===== config.mk =====
export PLATFORM = sky130hd
export DESIGN_NAME = ov7670_pxl_gen_flat
export DESIGN_NICKNAME = d
export VERILOG_FILES = /design/src/rtl/ov7670_pkg.sv /design/src/rtl/ov7670_pxl_gen_if.sv /design/src/rtl/pxlgen_pattern.sv /design/src/rtl/ov7670_pxl_gen.sv /design/src/flat_wrapper.sv
export SDC_FILE = /design/constraint.sdc
export NUM_CORES = 1
export LEC_CHECK = 0
export ABC_CLOCK_PERIOD_IN_PS = 4000
export CAP_MARGIN = 20
export CORE_ASPECT_RATIO = 0.75
export CORE_MARGIN = 2
export CORE_UTILIZATION = 49
export DETAILED_ROUTE_END_ITERATION = 16
export PLACE_DENSITY = 0.7
export SYNTH_ARGS = -nofsm -noshare
export SYNTH_HDL_FRONTEND = slang
export SYNTH_SLANG_ARGS = --single-unit

===== constraint.sdc =====
create_clock -name clk -period 4 [get_ports clk]
set_input_delay 0.4 -clock clk [delete_from_list [all_inputs] [get_ports clk]]
set_output_delay 0.4 -clock clk [all_outputs]
set_load 0.01 [all_outputs]

===== src/rtl/ov7670_pkg.sv =====
// rtl/ov7670_pkg.sv - shared types and constants for the OV7670 pixel generator
package ov7670_pkg;

    typedef enum logic [2:0] {
        ST_IDLE,
        ST_VSYNC,
        ST_VBACK,
        ST_ACTIVE,
        ST_VFRONT
    } state_t;

    localparam logic [1:0] PAT_BARS  = 2'd0;
    localparam logic [1:0] PAT_GRAD  = 2'd1;
    localparam logic [1:0] PAT_SOLID = 2'd2;

    localparam int C_DEF_COLS = 160;
    localparam int C_DEF_ROWS = 120;

endpackage


===== src/rtl/ov7670_pxl_gen_if.sv =====
// rtl/ov7670_pxl_gen_if.sv - DVP camera bus (pclk/vsync/href/d)
interface ov7670_pxl_gen_if;

    logic       pclk;
    logic       vsync;
    logic       href;
    logic [7:0] d;

    modport master (output pclk, output vsync, output href, output d);
    modport slave  (input  pclk, input  vsync, input  href, input  d);

endinterface


===== src/rtl/pxlgen_pattern.sv =====
// rtl/pxlgen_pattern.sv - combinational RGB444 test-pattern source
module pxlgen_pattern
    import ov7670_pkg::*;
#(
    parameter int c_img_cols = C_DEF_COLS,
    parameter int c_col_w    = 8,
    parameter int c_row_w    = 7
) (
    input  logic [1:0]         pattern,
    input  logic [c_col_w-1:0] col,
    input  logic [c_row_w-1:0] row,
    input  logic [3:0]         frame_cnt,
    input  logic [11:0]        solid_rgb,
    output logic [11:0]        rgb
);

    logic [2:0] bar;

    always_comb begin
        bar = 3'((32'(col) * 8) / c_img_cols);
        case (pattern)
            PAT_BARS:  rgb = {{4{bar[2]}}, {4{bar[1]}}, {4{bar[0]}}};
            PAT_GRAD:  rgb = {4'(col), 4'(row), frame_cnt};
            PAT_SOLID: rgb = solid_rgb;
            default:   rgb = 12'h000;
        endcase
    end

endmodule


===== src/rtl/ov7670_pxl_gen.sv =====
// rtl/ov7670_pxl_gen.sv - OV7670 DVP RGB444 frame generator, pclk = clk/2
// Optional macro PXLGEN_CHECKSUM_EN adds a 16-bit per-frame sum of href bytes.
module ov7670_pxl_gen
    import ov7670_pkg::*;
#(
    parameter int c_img_cols     = C_DEF_COLS,
    parameter int c_img_rows     = C_DEF_ROWS,
    parameter int c_hblank       = 16,
    parameter int c_vsync_lines  = 3,
    parameter int c_vback_lines  = 2,
    parameter int c_vfront_lines = 2
) (
    input  logic                clk,
    input  logic                rst,
    input  logic                en,
    input  logic [1:0]          pattern,
    input  logic [11:0]         solid_rgb,
    ov7670_pxl_gen_if.master    dvp,
    output logic                frame_done,
    output logic                busy
`ifdef PXLGEN_CHECKSUM_EN
    ,
    output logic [15:0]         checksum
`endif
);

    localparam int LINE_LEN = 2 * c_img_cols + c_hblank;
    localparam int PX_W     = $clog2(LINE_LEN + 1);
    localparam int LN_W     = $clog2(c_img_rows + c_vsync_lines + c_vback_lines + c_vfront_lines + 1);
    localparam int COL_W    = $clog2(c_img_cols + 1);
    localparam int ROW_W    = $clog2(c_img_rows + 1);

    state_t            st_q, st_d;
    logic [PX_W-1:0]   px_q, px_d;
    logic [LN_W-1:0]   ln_q, ln_d;
    logic [3:0]        fcnt_q, fcnt_d;
    logic [1:0]        pat_q, pat_d;
    logic [11:0]       solid_q, solid_d;
    logic              pclk_q, pclk_d;
    logic              vsync_q, vsync_d;
    logic              href_q, href_d;
    logic [7:0]        d_q, d_d;
    logic              frame_done_q, frame_done_d;
    logic              busy_q, busy_d;

    int                state_lines;
    logic              line_end, phase_end, in_href;
    logic [COL_W-1:0]  col_d;
    logic [ROW_W-1:0]  row_d;
    logic [11:0]       rgb;

    always_comb begin
        case (st_q)
            ST_VSYNC:  state_lines = c_vsync_lines;
            ST_VBACK:  state_lines = c_vback_lines;
            ST_ACTIVE: state_lines = c_img_rows;
            default:   state_lines = c_vfront_lines;
        endcase
    end

    assign line_end  = (px_q == PX_W'(LINE_LEN - 1));
    assign phase_end = line_end && (ln_q == LN_W'(state_lines - 1));
    assign pclk_d    = ~pclk_q;

    // Everything except pclk advances only on the clk edge where pclk falls.
    always_comb begin
        st_d         = st_q;
        px_d         = px_q;
        ln_d         = ln_q;
        fcnt_d       = fcnt_q;
        pat_d        = pat_q;
        solid_d      = solid_q;
        frame_done_d = 1'b0;
        if (pclk_q) begin
            if (st_q == ST_IDLE) begin
                if (en) begin
                    st_d    = ST_VSYNC;
                    px_d    = '0;
                    ln_d    = '0;
                    pat_d   = pattern;
                    solid_d = solid_rgb;
                end
            end else begin
                px_d = line_end ? '0 : px_q + PX_W'(1);
                if (line_end) ln_d = ln_q + LN_W'(1);
                if (phase_end) begin
                    ln_d = '0;
                    case (st_q)
                        ST_VSYNC:  st_d = ST_VBACK;
                        ST_VBACK:  st_d = ST_ACTIVE;
                        ST_ACTIVE: st_d = ST_VFRONT;
                        default: begin
                            frame_done_d = 1'b1;
                            fcnt_d       = fcnt_q + 4'd1;
                            st_d         = en ? ST_VSYNC : ST_IDLE;
                            if (en) begin
                                pat_d   = pattern;
                                solid_d = solid_rgb;
                            end
                        end
                    endcase
                end
            end
        end
    end

    assign col_d   = COL_W'(px_d >> 1);
    assign row_d   = ROW_W'(ln_d);
    assign in_href = (st_d == ST_ACTIVE) && (px_d < PX_W'(2 * c_img_cols));

    pxlgen_pattern #(
        .c_img_cols (c_img_cols),
        .c_col_w    (COL_W),
        .c_row_w    (ROW_W)
    ) u_pattern (
        .pattern   (pat_d),
        .col       (col_d),
        .row       (row_d),
        .frame_cnt (fcnt_d),
        .solid_rgb (solid_d),
        .rgb       (rgb)
    );

    // Outputs reflect the position being entered, so they are stable for the whole pclk period.
    always_comb begin
        vsync_d = vsync_q;
        href_d  = href_q;
        d_d     = d_q;
        busy_d  = busy_q;
        if (pclk_q) begin
            vsync_d = (st_d == ST_VSYNC);
            href_d  = in_href;
            d_d     = in_href ? (px_d[0] ? rgb[7:0] : {4'h0, rgb[11:8]}) : 8'h00;
            busy_d  = (st_d != ST_IDLE);
        end
    end

    always_ff @(posedge clk) begin
        if (rst) begin
            st_q         <= ST_IDLE;
            px_q         <= '0;
            ln_q         <= '0;
            fcnt_q       <= 4'd0;
            pat_q        <= PAT_BARS;
            solid_q      <= 12'h000;
            pclk_q       <= 1'b0;
            vsync_q      <= 1'b0;
            href_q       <= 1'b0;
            d_q          <= 8'h00;
            frame_done_q <= 1'b0;
            busy_q       <= 1'b0;
        end else begin
            st_q         <= st_d;
            px_q         <= px_d;
            ln_q         <= ln_d;
            fcnt_q       <= fcnt_d;
            pat_q        <= pat_d;
            solid_q      <= solid_d;
            pclk_q       <= pclk_d;
            vsync_q      <= vsync_d;
            href_q       <= href_d;
            d_q          <= d_d;
            frame_done_q <= frame_done_d;
            busy_q       <= busy_d;
        end
    end

    assign dvp.pclk   = pclk_q;
    assign dvp.vsync  = vsync_q;
    assign dvp.href   = href_q;
    assign dvp.d      = d_q;
    assign frame_done = frame_done_q;
    assign busy       = busy_q;

`ifdef PXLGEN_CHECKSUM_EN
    logic [15:0] acc_q, acc_d;
    logic [15:0] cks_q, cks_d;

    always_comb begin
        acc_d = acc_q;
        cks_d = cks_q;
        if (pclk_q && href_d) acc_d = acc_q + 16'(d_d);
        if (frame_done_d) begin
            cks_d = acc_q;
            acc_d = 16'h0000;
        end
    end

    always_ff @(posedge clk) begin
        if (rst) begin
            acc_q <= 16'h0000;
            cks_q <= 16'h0000;
        end else begin
            acc_q <= acc_d;
            cks_q <= cks_d;
        end
    end

    assign checksum = cks_q;
`endif

endmodule


===== src/flat_wrapper.sv =====
// flat-port wrapper written by rule: the top's interface ports become plain ports
module ov7670_pxl_gen_flat import ov7670_pkg::*;
#(
    parameter int c_img_cols     = C_DEF_COLS,
    parameter int c_img_rows     = C_DEF_ROWS,
    parameter int c_hblank       = 16,
    parameter int c_vsync_lines  = 3,
    parameter int c_vback_lines  = 2,
    parameter int c_vfront_lines = 2
)
  (clk, rst, en, pattern, solid_rgb, frame_done, busy, dvp_pclk, dvp_vsync, dvp_href, dvp_d);
  ov7670_pxl_gen_if dvp_i ();
  input  logic clk;
  input  logic rst;
  input  logic en;
  input  logic [1:0] pattern;
  input  logic [11:0] solid_rgb;
  output logic frame_done;
  output logic busy;
  output wire logic [$bits(dvp_i.pclk)-1:0] dvp_pclk;
  output wire logic [$bits(dvp_i.vsync)-1:0] dvp_vsync;
  output wire logic [$bits(dvp_i.href)-1:0] dvp_href;
  output wire logic [$bits(dvp_i.d)-1:0] dvp_d;
  assign dvp_pclk = dvp_i.pclk;
  assign dvp_vsync = dvp_i.vsync;
  assign dvp_href = dvp_i.href;
  assign dvp_d = dvp_i.d;
  ov7670_pxl_gen #(.c_img_cols(c_img_cols), .c_img_rows(c_img_rows), .c_hblank(c_hblank), .c_vsync_lines(c_vsync_lines), .c_vback_lines(c_vback_lines), .c_vfront_lines(c_vfront_lines)) u_core (.clk(clk), .rst(rst), .en(en), .pattern(pattern), .solid_rgb(solid_rgb), .dvp(dvp_i), .frame_done(frame_done), .busy(busy));
endmodule

==> metrics.txt, run 1 <==
status finished clean; synth warn 0; clk sink count 50; Synth Instances 394; global-route usage over all layers a little under a quarter; compound-cell area share of the yosys netlist ~26%; CTS buffer count 5; Peak VDD IR 0.160 mV; Post-Synth Adder-Cell Area 1.88%; share of layout cells above drive strength 1 12.2%; CTS clk-pin slew, worst paths roughly 100 ps; Die Height ~74 um; main combinational cell family by area after synthesis simple AND/OR/NAND/NOR gates; LEAKAGE about 1.2 nW; row cnt 25; Crit path arrival time between 3000 and 4000 ps; dpl cells slightly below 500; critical path start-end classification flip-flop to flip-flop; post-synthesis sequential area ratio 31.3%; RSZ-0062 raised after global routing no; global placement routability congestion around 0.9; Layout Cells excl Fill 499; DRC violations left 0; Skew-Pair Late Insertion Delay slightly above 300 ps; largest net degree at the start of global routing 40; delay-heaviest family, CP compound AO/OA/AOI/OAI gates; pwr dens 262 mW/mm^2; Distinct cells, synth 67; initial antenna violation count 0; actual slew at the worst max-slew pin 724 ps; register area around 0.001 mm^2; pre-CTS WS 104 ps; final-report hold violation count 0; die area 0.00718 mm^2; P_int 687 uW; vias in the first global route ~2600; Design Power 950 uW; first-pass GRT wire length approximately 13000 um; total global routing overflow 0; CTS Root Cell clkbuf_8; Synth top area share approximately a third; Layout Nets 438; Area contributors post-synth dfxtp_1, nor2_1, mux2i_1; CP most frequent cell nor3_1; Async S/R FF share, synth 0%; post-synthesis register bit count 50; area of the multi-input gates slightly above 0.002 mm^2; initial drt markers about 340; post-synthesis net count 415; Seq pwr share 54.2%; commonest register cell after synthesis dfxtp_1; area leader, netlist dfxtp_1; Simple-Gate Fraction of Synth Area 26.7%; worst hold slack 463 ps; clock power share around 34%; Slew Limit Fails 0; P_sw 263 uW; crit path time final 3780 ps; Critical-path top delay cell dfxtp_1; core box area around 0.0063 mm^2; dpl hpwl 6080 um; Die X 97.2 um; maxcap violations 0; drt first pass iters 5; Fill cells 589; drt total wl a little over 8000 um; Synth Area in XOR/XNOR 2.19%; synth cell count leaders nor2_1, dfxtp_1, nand2_1; Final WS setup 224 ps; number of synthesized flops with an enable pin 0; H-tree depth 2; final period utilization 94.4%; CP Data Required Time ~4200 ps; initial core utilization 50.8%; syn_area_per_cell 8.10 um^2; setup_tns 0 ps; CP Capture Type flip-flop; mapped cell area 0.00319 mm^2; via count 3053; num ports 30; count leader, synth nor2_1; max frequency between 200 and 300 MHz; CP Cell Sequence ha_2 > and4b_1 > a21o_1 > o21ba_2 > a31o_2 > nand2_1 > ha_1 > nand2b_1 > nor3_1 > mux2i_1 > o21ai_2 > nor2_1 > o32a_1 > nor3_1 > o21ai_1; # diodes 0; Startpoint Class flip-flop; Rel. slew slack 51.6%; multiplexer share of the synthesized area 6.35%; Syn-to-layout area delta 13.5%; crit-path max cell delay 440 ps; Final setup viols 0; CP Max Fanout 10; Worst Path Buf+Inv 0; routed vias/inst 6.12; CTS Hold Bufs 0; Hold Path Class flip-flop to flip-flop; antenna viol nets, final 0; Clock Skews about 13 ps; Longest Clk Path Bufs 2; Avg WL per Cell 16.4 um; CTS tree yes; Logic pwr share a little under an eighth; switching part of the total power 27.7%; port bufs 29
metrics by stage:
stage	utilization [%]	area, um^2
finish	57.7	3620
global route	57.7	3620
CTS	57.2	3600
detailed placement	55.6	3500
global placement	55.6	3500
floorplan	-	3190
power by group through the flow:
stage                     combinational, mW  sequential [mW]  clock (mW)
after detailed placement              0.112            0.526           0
after global routing                  0.124            0.517       0.351
after floorplan                      0.0765            0.523           0
final                                 0.113            0.515       0.322
after global placement                0.109            0.526           0
after CTS                             0.112            0.515       0.328
cell type report:
cell class,count,area share [%]
timing repair buffer,39,10.1
clock inverter,3,0.794
multi-input combinational,316,56.3
tap,81,2.80
clock buffer,5,1.90
inverter,5,0.518
sequential,50,27.6
worst reg2reg max path: stages, from the launching register on:
cell,delay [ps]
dfxtp_1,440
ha_2,260
and4b_1,270
a21o_1,180
o21ba_2,160
a31o_2,250
nand2_1,140
ha_1,420
nand2b_1,260
nor3_1,200
mux2i_1,150
o21ai_2,200
nor2_1,80
o32a_1,380
nor3_1,190
o21ai_1,90
final timing paths:
path,start,end,cells past startpoint,slack [ps]
setup / recovery,u_core.px_q[0]$_SDFF_PP0_,u_core.dvp.d[0]$_SDFFE_PP0P_,15,220
hold / removal,u_core.dvp.href$_SDFFE_PP0P_,u_core.dvp.href$_SDFFE_PP0P_,2,460
setup reg to reg,u_core.px_q[0]$_SDFF_PP0_,u_core.dvp.d[0]$_SDFFE_PP0P_,15,220
hold reg to reg,u_core.dvp.href$_SDFFE_PP0P_,u_core.dvp.href$_SDFFE_PP0P_,2,460
routing by layer:
metal  track usage [%]  routed length (um)  vias to the layer above
li1                  -                   -                     1495
met1              35.1                4130                     1447
met2              34.7                3520                      105
met3              3.71                 516                        6
met4              2.78                  41                        0
met5                 0                   0                        -
registers in the layout, summed over array words and instances, names as in the netlist:
signal,count
u_core.frame_done,1
u_core.dvp.href,1
u_core.px_q,9
u_core.pat_q,2
u_core.dvp.vsync,1
u_core.fcnt_q,4
u_core.st_q,3
u_core.solid_q,12
u_core.dvp.pclk,1
u_core.dvp.d,8
u_core.busy,1
u_core.ln_q,7
kinds of logic (layout without fill, tap and decap cells):
group,count (synthesis),after routing
flops,50,50
xor+xnor,8,8
fa+ha+maj,5,5
mux,20,20
simple gates,166,166
buf+inv,28,52
compound gates,117,117
repair_timing:
item | 4_1_cts | 5_1_grt
setup buffers | 0 | 0
hold endpoints to repair | 0 | 0
endpoints found under the setup margin | 0 | 8
gates resized for setup | 0 | 10
layout by cell type (no fill, tap or decap), types with 3 or more instances in the layout:
master	count
o21a_1	4
o21ai_1	7
nand2b_1	6
xnor2_1	3
o31ai_1	3
nor2_1	54
nand3_1	10
a21oi_1	23
clkbuf_8	5
ha_1	3
a22o_1	5
dfxtp_1	49
nor3_1	6
and4b_1	3
inv_1	4
mux2i_1	18
a31oi_1	6
a22oi_1	5
xor2_1	5
clkdlybuf4s50_1	29
a21o_1	3
o211ai_1	3
a21oi_2	4
or3_1	4
nand2_1	38
nor2b_1	12
nand3b_1	3
o22ai_1	9
nand4_1	8
buf_4	10
o21ai_0	20
(Power assumes the default switching activity.)
==> run 2, diff against run 1 <==
--- a/config.mk
+++ b/config.mk
@@ -11,7 +11,7 @@
 export CORE_MARGIN = 2
 export CORE_UTILIZATION = 49
 export DETAILED_ROUTE_END_ITERATION = 16
-export PLACE_DENSITY = 0.7
+export DONT_BUFFER_PORTS = 1
 export SYNTH_ARGS = -nofsm -noshare
 export SYNTH_HDL_FRONTEND = slang
 export SYNTH_SLANG_ARGS = --single-unit
==> run 2 against run 1 <==
Clock power is 5% lower. Critical path depth is 1 lower. Die area stayed put. Global-route usage is 0.21 points higher. Final cell count is 5.6% lower. Via count is 4.5% lower. First-iteration DRC count is 66% lower. Combinational power is 26% lower. Sequential power hardly changed. Sequential share of layout area is 2.6 points higher. Clock skew is 2.1 ps lower. Largest cell class unchanged.
==> metrics.txt, run 2 (synthesis gave the netlist of run 1 again) <==
drt first pass iters 5; total global routing overflow 0; Syn-to-layout area delta 3.60%; CTS tree yes; Die Height 73.9 um; min-delay src rst; CP Cell Sequence or3_4 > o21a_1 > o211ai_2 > nand2b_4 > inv_2 > ha_1 > nand2b_1 > nor3_1 > mux2i_1 > o21ai_2 > nor2_1 > o32a_1 > nor2_1 > o21ai_1; CTS clk-pin slew, worst paths 100 ps; Final setup viols 0; maxcap violations 0; global placement routability congestion 0.882; die area 0.00718 mm^2; Final WS setup 345 ps; CP Data Required Time between 4000 and 5000 ps; Rel. slew slack 50.0%; vias in the first global route approximately 2600; # diodes 0; actual slew at the worst max-slew pin 747 ps; Clock Skews 10.6 ps; Core Util, Final 52.6%; Fill cells 595; Critical-path top delay cell dfxtp_1; setup_tns 0 ps; final period utilization around 90%; Worst Hold End u_core.px_q[3]$_SDFF_PP0_; FF-to-FF setup slack approximately 340 ps; largest net degree at the start of global routing 40; num ports 30; DRC violations left 0; initial drt markers 115; port bufs 0; dpl hpwl 5960 um; initial antenna violation count 0; Top reg by flops u_core.solid_q; Peak VDD IR 0.199 mV; post-CTS setup buffer count 0; commonest non-fill, non-tap cell in the layout nor2_1; Die X 97.2 um; post-CTS sizing 0; LEAKAGE about 1.1 nW; CP most frequent cell nor2_1; first-pass GRT wire length 13300 um; Layout Nets 410; initial core utilization 50.8%; CTS Hold Bufs 0; critical path start-end classification flip-flop to flip-flop; max frequency 274 MHz; Hold Path Stages 1; register area ~0.001 mm^2; CTS Root Cell clkbuf_8; row cnt 25; FF-to-FF path depth 14; Avg WL per Cell 17.4 um; Hold Path Class primary input to flip-flop; Worst Path Buf+Inv 1; Longest Clk Path Bufs 2; RSZ-0062 raised after global routing no; drt total wl between 8000 and 9000 um; pre-CTS WS 369 ps; CTS buffer count 5; crit path time final 3660 ps; final-report hold violation count 0; r2r endpoint u_core.dvp.d[2]$_SDFFE_PP0P_; max FFs per register 12; Slew Limit Fails 0; crit-path max cell delay 550 ps; CP Capture Type flip-flop; area of the multi-input gates 0.00201 mm^2; core box area 0.00629 mm^2; global-route usage over all layers 23.0%; CP Max Fanout 12; routed vias/inst 6.19; H-tree depth 2; status finished clean; delay-heaviest family, CP compound AO/OA/AOI/OAI gates; critical register-to-register path startpoint u_core.st_q[0]$_SDFF_PP0_; Crit path arrival time 3850 ps; Startpoint Class flip-flop; most frequent cells in the layout nor2_1, dfxtp_1, nand2_1; via count 2916; pwr dens 273 mW/mm^2; Skew-Pair Late Insertion Delay 310 ps; share of layout cells above drive strength 1 11.3%; clk sink count 50; antenna viol nets, final 0
[run 2: cell count changes in the layout (fill, tap and decap cells not counted), sizes merged]
cell	change
buf	+1
clkinvlp	+1
clkdlybuf4s50	-29
inv	-1
[run 2: worst register-to-register path, stage by stage, from the launching register on]
cell and delay (ps):
dfxtp_1 550, or3_4 290, o21a_1 390, o211ai_2 180
nand2b_4 110, inv_2 90, ha_1 410, nand2b_1 240
nor3_1 160, mux2i_1 140, o21ai_2 220, nor2_1 100
o32a_1 380, nor2_1 210, o21ai_1 100
[run 2: worst max path at each step]
stage                                         start                            to  slack (ps)  cells past startpoint
after floorplan           u_core.px_q[0]$_SDFF_PP0_  u_core.dvp.d[0]$_SDFFE_PP0P_         690                     16
after global placement    u_core.st_q[0]$_SDFF_PP0_  u_core.dvp.d[1]$_SDFFE_PP0P_         380                     13
after detailed placement  u_core.st_q[0]$_SDFF_PP0_  u_core.dvp.d[1]$_SDFFE_PP0P_         370                     14
after CTS                 u_core.st_q[0]$_SDFF_PP0_  u_core.dvp.d[2]$_SDFFE_PP0P_         360                     14
after global routing      u_core.st_q[0]$_SDFF_PP0_  u_core.dvp.d[3]$_SDFFE_PP0P_          80                     14
final                     u_core.st_q[0]$_SDFF_PP0_  u_core.dvp.d[2]$_SDFFE_PP0P_         340                     14
[run 2: cell type report]
type	count	area share, %
Clock buffer	5	2.08
Clock inverter	3	0.643
Inverter	5	0.567
Multi-Input combinational cell	316	60.9
Sequential cell	50	30.3
Tap cell	81	3.06
Timing Repair Buffer	11	2.50
[run 2: through the flow]
step	hold slack, ps	instances	power (mW)	area [um^2]
detailed placement	476	463	0.609	3220
floorplan	449	394	0.600	3190
CTS	138	471	0.913	3310
global route	132	471	0.946	3310
finish	149	471	0.904	3310
global placement	468	463	0.609	3220
[run 2: metal layers]
metal  global-route usage [%]  vias up  part of all wire, %
met2                     35.1       82                   43
met4                     5.40        0                  1.1
met5                        0        -                    0
met3                     4.66        9                  5.9
li1                         -     1434                    -
met1                     33.8     1391                   50
[run 2: report_power, final]
group	leakage, nW	total [mW]	internal, mW	switching, mW
combinational	0.695	0.0838	0.0321	0.0517
sequential	0.405	0.515	0.507	0.00766
clock	0.0441	0.306	0.123	0.182
total	1.14	0.904	0.663	0.242
